$ cat src/rtl/pipelined_select_adder.sv
// Pipelined carry-select adder/subtractor with a valid/ready handshake and backpressure.
// Define ADDER_FLAGS_EN to add the registered ovf and zero result flags.
module pipelined_select_adder #(
  parameter int WIDTH = 16,
  parameter int BLOCK = 4,
  parameter int BPS   = 2
) (
  input  logic             Clk,
  input  logic             Reset,
  input  logic             in_valid,
  output logic             in_ready,
  input  logic [WIDTH-1:0] A,
  input  logic [WIDTH-1:0] B,
  input  logic             cin,
  input  logic             sub,
  output logic             out_valid,
  input  logic             out_ready,
  output logic [WIDTH-1:0] S,
  output logic             cout
`ifdef ADDER_FLAGS_EN
  ,
  output logic             ovf,
  output logic             zero
`endif
);
  localparam int NBLK   = WIDTH / BLOCK;
  localparam int STAGES = (NBLK + BPS - 1) / BPS;

  if (BLOCK < 1 || BPS < 1 || WIDTH < 1 || (WIDTH % BLOCK) != 0) begin : g_param_check
    $error("pipelined_select_adder: WIDTH must be a positive multiple of BLOCK, BPS >= 1");
  end

  logic adv_s;

  // A held result freezes the whole pipeline, so all stages advance together.
  assign adv_s    = !out_valid || out_ready;
  assign in_ready = adv_s;

  function automatic logic [BLOCK:0] blk_add(input logic [BLOCK-1:0] x,
                                             input logic [BLOCK-1:0] y,
                                             input logic             ci);
    blk_add = {1'b0, x} + {1'b0, y} + {{BLOCK{1'b0}}, ci};
  endfunction

  for (genvar k = 0; k < STAGES; k++) begin : g_stage
    localparam int FIRST = k * BPS;
    localparam int LAST  = ((k + 1) * BPS < NBLK) ? (k + 1) * BPS : NBLK;

    logic             v_in_s;
    logic             c_in_s;
    logic [WIDTH-1:0] a_in_s;
    logic [WIDTH-1:0] b_in_s;
    logic [WIDTH-1:0] sum_in_s;
    logic [WIDTH-1:0] sum_nxt_s;
    logic             c_nxt_s;
    logic             blk_c_s;
    logic [BLOCK:0]   r0_s;
    logic [BLOCK:0]   r1_s;
    logic             vld_r;
    logic             cy_r;
    logic [WIDTH-1:0] sum_r;

    if (k == 0) begin : g_src
      assign v_in_s   = in_valid;
      assign c_in_s   = sub ? 1'b1 : cin;
      assign a_in_s   = A;
      assign b_in_s   = B ^ {WIDTH{sub}};
      assign sum_in_s = {WIDTH{1'b0}};
    end else begin : g_src
      assign v_in_s   = g_stage[k-1].vld_r;
      assign c_in_s   = g_stage[k-1].cy_r;
      assign a_in_s   = g_stage[k-1].g_hold.a_r;
      assign b_in_s   = g_stage[k-1].g_hold.b_r;
      assign sum_in_s = g_stage[k-1].sum_r;
    end

    // Block arithmetic: the first block ripples (r0 == r1), later blocks select on the running carry.
    always_comb begin
      sum_nxt_s = sum_in_s;
      blk_c_s   = c_in_s;
      r0_s      = {(BLOCK+1){1'b0}};
      r1_s      = {(BLOCK+1){1'b0}};
      for (int j = FIRST; j < LAST; j++) begin
        if (j == FIRST) begin
          r0_s = blk_add(a_in_s[j*BLOCK +: BLOCK], b_in_s[j*BLOCK +: BLOCK], blk_c_s);
          r1_s = r0_s;
        end else begin
          r0_s = blk_add(a_in_s[j*BLOCK +: BLOCK], b_in_s[j*BLOCK +: BLOCK], 1'b0);
          r1_s = blk_add(a_in_s[j*BLOCK +: BLOCK], b_in_s[j*BLOCK +: BLOCK], 1'b1);
        end
        sum_nxt_s[j*BLOCK +: BLOCK] = blk_c_s ? r1_s[BLOCK-1:0] : r0_s[BLOCK-1:0];
        blk_c_s = (r1_s[BLOCK] & blk_c_s) | r0_s[BLOCK];
      end
      c_nxt_s = blk_c_s;
    end

    // Stage register: valid, completed low sum bits and the stage carry.
    always_ff @(posedge Clk) begin
      if (Reset) begin
        vld_r <= 1'b0;
        cy_r  <= 1'b0;
        sum_r <= {WIDTH{1'b0}};
      end else if (adv_s) begin
        vld_r <= v_in_s;
        cy_r  <= c_nxt_s;
        sum_r <= sum_nxt_s;
      end
    end

    if (k < STAGES - 1) begin : g_hold
      logic [WIDTH-1:0] a_r;
      logic [WIDTH-1:0] b_r;

      // Operand bits for later stages travel alongside the partial sum.
      always_ff @(posedge Clk) begin
        if (Reset) begin
          a_r <= {WIDTH{1'b0}};
          b_r <= {WIDTH{1'b0}};
        end else if (adv_s) begin
          a_r <= a_in_s;
          b_r <= b_in_s;
        end
      end
    end
  end

  assign out_valid = g_stage[STAGES-1].vld_r;
  assign S         = g_stage[STAGES-1].sum_r;
  assign cout      = g_stage[STAGES-1].cy_r;

`ifdef ADDER_FLAGS_EN
  logic ovf_nxt_s;
  logic zero_nxt_s;

  // Carry into the MSB equals a^b^s at the MSB, so no extra carry needs pipelining.
  assign ovf_nxt_s  = g_stage[STAGES-1].a_in_s[WIDTH-1] ^ g_stage[STAGES-1].b_in_s[WIDTH-1] ^
                      g_stage[STAGES-1].sum_nxt_s[WIDTH-1] ^ g_stage[STAGES-1].c_nxt_s;
  assign zero_nxt_s = (g_stage[STAGES-1].sum_nxt_s == {WIDTH{1'b0}});

  // Flags register beside the final stage and follow its hold rules.
  always_ff @(posedge Clk) begin
    if (Reset) begin
      ovf  <= 1'b0;
      zero <= 1'b0;
    end else if (adv_s) begin
      ovf  <= ovf_nxt_s;
      zero <= zero_nxt_s;
    end
  end
`endif

endmodule

$ cat config.mk
export PLATFORM = sky130hd
export DESIGN_NAME = pipelined_select_adder
export DESIGN_NICKNAME = d
export VERILOG_FILES = /design/src/rtl/pipelined_select_adder.sv
export SDC_FILE = /design/constraint.sdc
export NUM_CORES = 1
export LEC_CHECK = 0
export ABC_CLOCK_PERIOD_IN_PS = 5750
export BUFFER_PORTS_ARGS = -buffer_cell sky130_fd_sc_hd__buf_2
export CAP_MARGIN = 20
export CELL_PAD_IN_SITES_DETAIL_PLACEMENT = 2
export CELL_PAD_IN_SITES_GLOBAL_PLACEMENT = 2
export CORE_MARGIN = 4
export CORE_UTILIZATION = 30
export CTS_CLUSTER_SIZE = 25
export DETAILED_ROUTE_END_ITERATION = 8
export GPL_TIMING_DRIVEN = 0
export PLACE_DENSITY_LB_ADDON = 0.15
export SLEW_MARGIN = 10
export SYNTH_ARGS = -nofsm -noshare
export SYNTH_HDL_FRONTEND = slang
export SYNTH_SLANG_ARGS = --single-unit
export TNS_END_PERCENT = 5
$ cat constraint.sdc
create_clock -name Clk -period 5.75 [get_ports Clk]
set_input_delay 0.575 -clock Clk [delete_from_list [all_inputs] [get_ports Clk]]
set_output_delay 0.575 -clock Clk [all_outputs]
set_load 0.03 [all_outputs]
==> flow_metrics.env, run 1 <==
export IMPL_cts_reportedPaths_clkPinSlew_ns=0.08
export IMPL_max_stage_delay_ns=0.57
export IMPL_grt_pass1_wl_mm=11.45
export IMPL_p_sw_share_pct=32.07
export IMPL_crit_required_ns=5.95
export IMPL_nNetsFinal=392
export IMPL_crit_family="adder cells"
export IMPL_syn_avg_cell_area_um2=8.777
export IMPL_switchingPower_uw=248.4
export IMPL_diodes=0
export IMPL_finalWirelength_mm=6.795
export IMPL_globalRoute_totalOverflow=0
export IMPL_route_vias_total=2136
export IMPL_p_int_uw=526.1
export IMPL_critPathSlowestCell="fa_1"
export IMPL_arrival_ns=2.85
export IMPL_viasPerCell=4.922
export IMPL_clockBufferDepth=2
export IMPL_grt_max_degree=13
export IMPL_seq_area_frac_synth_pct=37.17
export IMPL_port_buffer_count=54
export IMPL_holdPathStages=2
export IMPL_yosys_area_top_type_share_pct=37.17
export IMPL_r2r_end="cout$_SDFFE_PP0P_"
export IMPL_wl_per_cell_um=15.66
export IMPL_cts_resized_gates=0
export IMPL_fin_area_um2=2858
export IMPL_fin_cells=434
export IMPL_ios=57
export IMPL_gp_congestion=0.7249
export IMPL_fin_crit_ns=2.646
export IMPL_p_seq_share_pct=46.2
export IMPL_syn_area_um2=2370
export IMPL_cts_inserted_buffers=5
export IMPL_cp_max_fo=10
export IMPL_h_tree_depth=2
export IMPL_synth_area_leaders="dfxtp_1 37%, ha_1 9.0%, nand2_1 7.3%, a211oi_1 5.7%, a21oi_1 5.5%"
export IMPL_async_flop_share_pct=0
export IMPL_setup_worst_path_class="input port to flop"
export IMPL_post_place_cells=426
export IMPL_syn_num_nets=331
export IMPL_cts_sinks=44
export IMPL_clkPwrFrac_pct=25.8
export IMPL_route_detailed_drc=0
export IMPL_dpl_cell_area_um2=2768
export IMPL_area_growth_syn_to_layout_pct=20.59
export IMPL_regToRegSetupSlack_ns=3.56
export IMPL_fp_row_count=32
export IMPL_drt_iter0_drc=28
export IMPL_r2r_cells=8
export IMPL_yosysUniqueCellTypes=34
export IMPL_setup_tns_ns=0
export IMPL_core_area_um2=7687
export IMPL_finalHoldViolations=0
export IMPL_startpoint_type="input port"
export IMPL_detail_route_antenna_nets=0
export IMPL_crit_chain="buf_2 > buf_4 > xor2_1 > ha_1 > fa_1 > ha_1 > inv_1 > a211oi_1 > nand3_1 > a221oi_1"
export IMPL_synth_top_area_cell="dfxtp_1"
export IMPL_fin_skew_ns=0.006933
export IMPL_yosysMostFrequentCell="nand2_1"
export IMPL_synth_seq_cells=44
export IMPL_initial_core_util_pct=30.83
export IMPL_drive_gt1_share_pct=23.19
export IMPL_chipHeight_um=96.88
export IMPL_crit_buf_inv=3
export IMPL_worst_pin_slew_ns=0.6546
export IMPL_drt_pass1_iterations=3
export IMPL_maxCapViolations=0
export IMPL_cts_root_buf="clkbuf_8"
export IMPL_fmax_mhz=377.9
export IMPL_grt_pass1_vias=2334
export IMPL_end_kind="flop"
export IMPL_hold_path_class="flop to flop"
export IMPL_leakage_nw=1.289
export IMPL_synth_edf_count=0
export IMPL_cts_hold_fix_buffers=0
export IMPL_ys_flop_type="dfxtp_1"
export IMPL_ir_drop_v=0.00009259
export IMPL_utilization_pct=37.17
export IMPL_die_area_um2=9385
export IMPL_fp_dieW_um=96.88
export IMPL_crit_path_frequent_cell="ha_1"
export IMPL_setup_viol=0
export IMPL_period_share_pct=46.02
export IMPL_relSlewSlack_pct=56.36
export IMPL_clock_latency_ns=0.29
export IMPL_hold_path_end="S[2]$_SDFFE_PP0P_"
export IMPL_post_cts_buffers=0
export IMPL_regToRegStartpoint="g_stage[0].cy_r$_SDFFE_PP0P_"
export IMPL_drv_slew=0
export IMPL_synthCells=270
export IMPL_hp_start="S[2]$_SDFFE_PP0P_"
export IMPL_pwr_share_comb_pct=28.0
export IMPL_power_density_nw_per_um2=271.0
export IMPL_antenna_found_initial=0
export IMPL_dp_hpwl_mm=5.417
export IMPL_yosysWarnings=0
export IMPL_track_usage_pct=15.05
export IMPL_synth_common_cells="46 x nand2_1, 44 x dfxtp_1, 26 x a21oi_1"
export IMPL_cts_tree="done"
export IMPL_status="finished, final reports clean"
export IMPL_rsz0062_at_grt="false"
layout make-up:
class	count	area [um^2]
fillers	922	4830
multi-input cells	202	1386
flip-flops and latches	44	880.8
repair buffers	54	270.3
well taps	102	127.6
clock buffers	8	90.09
plain buffers	16	72.57
inverters	8	30.03
power by group through the flow:
stage               logic (mW)  registers [mW]  clock network (mW)
floorplan                0.126           0.389                   0
global placement         0.214           0.364                   0
detailed placement       0.221           0.366                   0
CTS                      0.223           0.359               0.210
global route             0.246           0.363               0.222
finish                   0.217           0.358               0.200
state kept, by name, summed over array words and instances (netlist names):
signal	count
S	16
g_stage.g_hold.a_r	8
g_stage.g_hold.b_r	8
g_stage.sum_r	8
cout	1
g_stage.cy_r	1
g_stage.vld_r	1
out_valid	1
per-layer routing:
layer	vias up	GRT usage, %	wire, um
met3	5	3.677	270
met5	-	0	0
met2	37	25.64	3238
met4	0	2.916	50
met1	1046	19.37	3235
li1	1048	-	-
placed cells by master, fill, tap and decap left out:
master / count
a211oi_1: 18
a21boi_0: 2
a21o_1: 3
a21o_2: 1
a21oi_1: 26
a221oi_1: 1
a311oi_1: 3
and3_1: 2
and3_4: 2
and4_4: 2
buf_2: 61
buf_4: 1
clkbuf_1: 10
clkbuf_8: 6
dfxtp_1: 44
fa_1: 6
ha_1: 17
inv_1: 7
inv_2: 1
nand2_1: 46
nand2b_1: 1
nand3_1: 5
nand3b_1: 4
nand4b_1: 1
nor2_1: 20
nor2b_1: 3
nor3_1: 2
nor4_1: 1
nor4_2: 1
o21a_1: 4
o21ai_0: 5
o31ai_1: 3
or3_4: 2
xnor2_1: 12
xor2_1: 9
per-stage QoR:
| step | hold slack [ns] | worst slack, ns | power, mW |
|---|---|---|---|
| 6_report | 0.4563 | 3.104 | 0.7745 |
| 5_1_grt | 0.4787 | 2.895 | 0.8314 |
| 4_1_cts | 0.4608 | 3.047 | 0.7919 |
| 3_5_place_dp | 0.4488 | 2.736 | 0.5871 |
| 3_3_place_gp | 0.4384 | 2.799 | 0.5786 |
| 2_1_floorplan | 0.4319 | 3.069 | 0.5150 |
tightest hold or removal path, stage by stage, from the launching register on:
cell     delay [ns]
dfxtp_1        0.31
nand2_1        0.05
a21oi_1        0.05
cell families after synthesis:
group / after synthesis / synth area share [%]
buffers and inverters: 24 / 4.330
AND/OR/NAND/NOR: 92 / 18.80
XOR/XNOR: 21 / 7.762
AO/OA/AOI/OAI: 66 / 17.90
adder cells (fa/ha/maj): 23 / 14.04
flip-flops: 44 / 37.17
worst max-delay path by stage:
stage / from / end / slack, ns / cells after the start
4_1_cts: sub / g_stage[0].cy_r$_SDFFE_PP0P_ / 3.05 / 10
3_5_place_dp: sub / g_stage[0].cy_r$_SDFFE_PP0P_ / 2.74 / 10
3_3_place_gp: sub / g_stage[0].cy_r$_SDFFE_PP0P_ / 2.80 / 10
6_report: sub / g_stage[0].cy_r$_SDFFE_PP0P_ / 3.10 / 10
2_1_floorplan: sub / g_stage[0].cy_r$_SDFFE_PP0P_ / 3.07 / 10
5_1_grt: sub / g_stage[0].cy_r$_SDFFE_PP0P_ / 2.89 / 10
Note: power is estimated with default switching activity, not from simulation.
==> inputs of run 2 (changes only) <==
--- a/config.mk
+++ b/config.mk
@@ -5,7 +5,8 @@
 export SDC_FILE = /design/constraint.sdc
 export NUM_CORES = 1
 export LEC_CHECK = 0
-export ABC_CLOCK_PERIOD_IN_PS = 5750
+export ABC_AREA = 1
+export ABC_CLOCK_PERIOD_IN_PS = 2500
 export BUFFER_PORTS_ARGS = -buffer_cell sky130_fd_sc_hd__buf_2
 export CAP_MARGIN = 20
 export CELL_PAD_IN_SITES_DETAIL_PLACEMENT = 2
==> constraint.sdc (replaced) <==
create_clock -name Clk -period 2.5 [get_ports Clk]
set_input_delay 0.25 -clock Clk [delete_from_list [all_inputs] [get_ports Clk]]
set_output_delay 0.25 -clock Clk [all_outputs]
set_load 0.03 [all_outputs]
==> flow_metrics.env, run 2 <==
export IMPL_wl_met3_um=259
export IMPL_drive_gt1_share_pct=21.28
export IMPL_fin_skew_ns=0.005589
export IMPL_synthCells=328
export IMPL_hold_path_class="input port to flop"
export IMPL_cts_inserted_buffers=5
export IMPL_yosysWarnings=0
export IMPL_cp_endpoint="g_stage[0].cy_r$_SDFFE_PP0P_"
export IMPL_ir_drop_v=0.0002334
export IMPL_fin_area_um2=2992
export IMPL_synth_common_cells="45 x nand2_1, 45 x nor2_1, 44 x dfxtp_1"
export IMPL_grt_max_degree=13
export IMPL_cts_tree="done"
export IMPL_yosysUniqueCellTypes=25
export IMPL_gp_congestion=0.8202
export IMPL_core_area_um2=7888
export IMPL_seq_area_frac_synth_pct=35.34
export IMPL_r2r_cells=11
export IMPL_fin_hold_ws_ns=0.1262
export IMPL_area_growth_syn_to_layout_pct=20.03
export IMPL_syn_avg_cell_area_um2=7.599
export IMPL_end_kind="flop"
export IMPL_dp_hpwl_mm=5.846
export IMPL_port_buffer_count=55
export IMPL_drt_pass1_iterations=4
export IMPL_yosys_area_top_type_share_pct=35.34
export IMPL_nNetsFinal=451
export IMPL_layout_common_cells="61 x buf_2, 45 x nor2_1, 45 x nand2_1"
export IMPL_wl_per_cell_um=15.08
export IMPL_period_share_pct=77.27
export IMPL_chipHeight_um=99.15
export IMPL_ys_flop_type="dfxtp_1"
export IMPL_fp_row_count=32
export IMPL_wl_met1_mm=3.479
export IMPL_grt_pass1_vias=2576
export IMPL_route_vias_total=2368
export IMPL_cp_max_fo=10
export IMPL_detail_route_antenna_nets=0
export IMPL_arrival_ns=2.17
export IMPL_syn_area_um2=2492
export IMPL_status="finished, final reports clean"
export IMPL_ios=57
export IMPL_setup_tns_ns=0
export IMPL_startpoint="sub"
export IMPL_setup_viol=0
export IMPL_finalHoldViolations=0
export IMPL_antenna_found_initial=0
export IMPL_synth_top_area_cell="dfxtp_1"
export IMPL_largest_reg_flops=16
export IMPL_routed_top_layer="met4"
export IMPL_syn_num_nets=389
export IMPL_fp_dieW_um=99.15
export IMPL_cts_reportedPaths_clkPinSlew_ns=0.08
export IMPL_die_area_um2=9831
export IMPL_startpoint_type="input port"
export IMPL_route_detailed_drc=0
export IMPL_p_total_mw=1.898
export IMPL_crit_required_ns=2.74
export IMPL_track_usage_pct=15.60
export IMPL_power_density_nw_per_um2=634.5
export IMPL_final_common_cell="buf_2"
export IMPL_leakage_nw=1.554
export IMPL_dpl_cell_area_um2=2895
export IMPL_utilization_pct=37.93
export IMPL_r2r_end="S[15]$_SDFFE_PP0P_"
export IMPL_drt_iter0_drc=47
export IMPL_rsz0062_at_grt="false"
export IMPL_grt_pass1_wl_mm=12.33
export IMPL_fillerInstances=968
export IMPL_initial_core_util_pct=31.60
export IMPL_cts_resized_gates=0
export IMPL_synth_seq_cells=44
export IMPL_setup_worst_path_class="input port to flop"
export IMPL_clock_latency_ns=0.29
export IMPL_clockBufferDepth=2
export IMPL_wl_met2_mm=3.639
export IMPL_viasPerCell=4.813
export IMPL_relSlewSlack_pct=64.09
export IMPL_synth_area_leaders="dfxtp_1 35%, ha_1 8.5%, o21ai_0 8.0%, nand2_1 6.8%, nor2_1 6.8%"
export IMPL_diodes=0
export IMPL_drv_slew=0
export IMPL_fmax_mhz=517.6
export IMPL_async_flop_share_pct=0
export IMPL_fin_crit_ns=1.932
export IMPL_h_tree_depth=2
export IMPL_regToRegSetupSlack_ns=0.62
export IMPL_worst_pin_slew_ns=0.5386
export IMPL_synth_edf_count=0
export IMPL_cts_hold_fix_buffers=0
export IMPL_maxCapViolations=0
export IMPL_globalRoute_totalOverflow=0
export IMPL_cts_sinks=44
export IMPL_finalWirelength_mm=7.418
export IMPL_cts_root_buf="clkbuf_8"
export IMPL_regToRegStartpoint="g_stage[0].cy_r$_SDFFE_PP0P_"
export IMPL_post_cts_buffers=0
==> run 2: cell types whose count changed after synthesis, sizes merged, moves of 4 or more <==
cell	delta
a211oi	-18
buf	+4
inv	+30
nand3	+12
nor2	+26
o21ai	+39
nand3b	-4
o21bai	+4
clkbuf	-5
and3	-4
==> run 2: kinds of logic (layout without fill, tap and decap cells) <==
kind of cell,Yosys count,in the layout,synth area share [%]
compound gates,74,74,15.56
xor+xnor,20,20,7.028
fa+ha+maj,23,23,13.35
buf+inv,53,115,9.488
flops,44,44,35.34
simple gates,114,114,19.23
==> run 2: per-layer routing <==
metal	global-route usage [%]	vias up
met1	19.79	1154
met5	0	-
met2	28.25	39
met3	2.454	4
met4	2.521	0
li1	-	1171
==> run 2: layout make-up <==
| class | instances | area, um^2 | share of cell area, % |
|---|---|---|---|
| Multi-Input combinational cell | 231 | 1375 | 45.96 |
| Buffer | 15 | 93.84 | 3.137 |
| Tap cell | 102 | 127.6 | 4.266 |
| Timing Repair Buffer | 55 | 275.3 | 9.201 |
| Sequential cell | 44 | 880.8 | 29.44 |
| Inverter | 38 | 142.6 | 4.768 |
| Clock buffer | 7 | 96.34 | 3.220 |
==> run 2: worst min path at each step <==
stage,depth (start not counted),startpoint,end
after detailed placement,2,Reset,out_valid$_SDFFE_PP0P_
final,2,Reset,out_valid$_SDFFE_PP0P_
after floorplan,1,Reset,out_valid$_SDFFE_PP0P_
after CTS,2,Reset,out_valid$_SDFFE_PP0P_
after global placement,2,Reset,out_valid$_SDFFE_PP0P_
after global routing,2,Reset,out_valid$_SDFFE_PP0P_
==> run 2: critical path, stage by stage <==
cell     delay [ns]
buf_4          0.17
buf_6          0.17
xnor2_1        0.15
fa_1           0.41
inv_1          0.10
fa_1           0.22
nand3_1        0.10
nand2_2        0.18
nand3_2        0.12
o21a_1         0.22
nor2_1         0.08
==> run 2: through the flow <==
stage	setup WS, ns	std cells
after floorplan	0.4173	328
after global placement	0.2771	485
after detailed placement	0.2497	485
after CTS	0.5595	492
after global routing	0.3850	492
final	0.5681	492
==> run 2: where the power goes <==
group	leakage (nW)	switching (mW)	total (mW)	internal [mW]
clock network	0.0503	0.245	0.492	0.247
registers	0.365	0.0456	0.830	0.785
logic	1.14	0.362	0.576	0.214
total	1.55	0.652	1.90	1.25
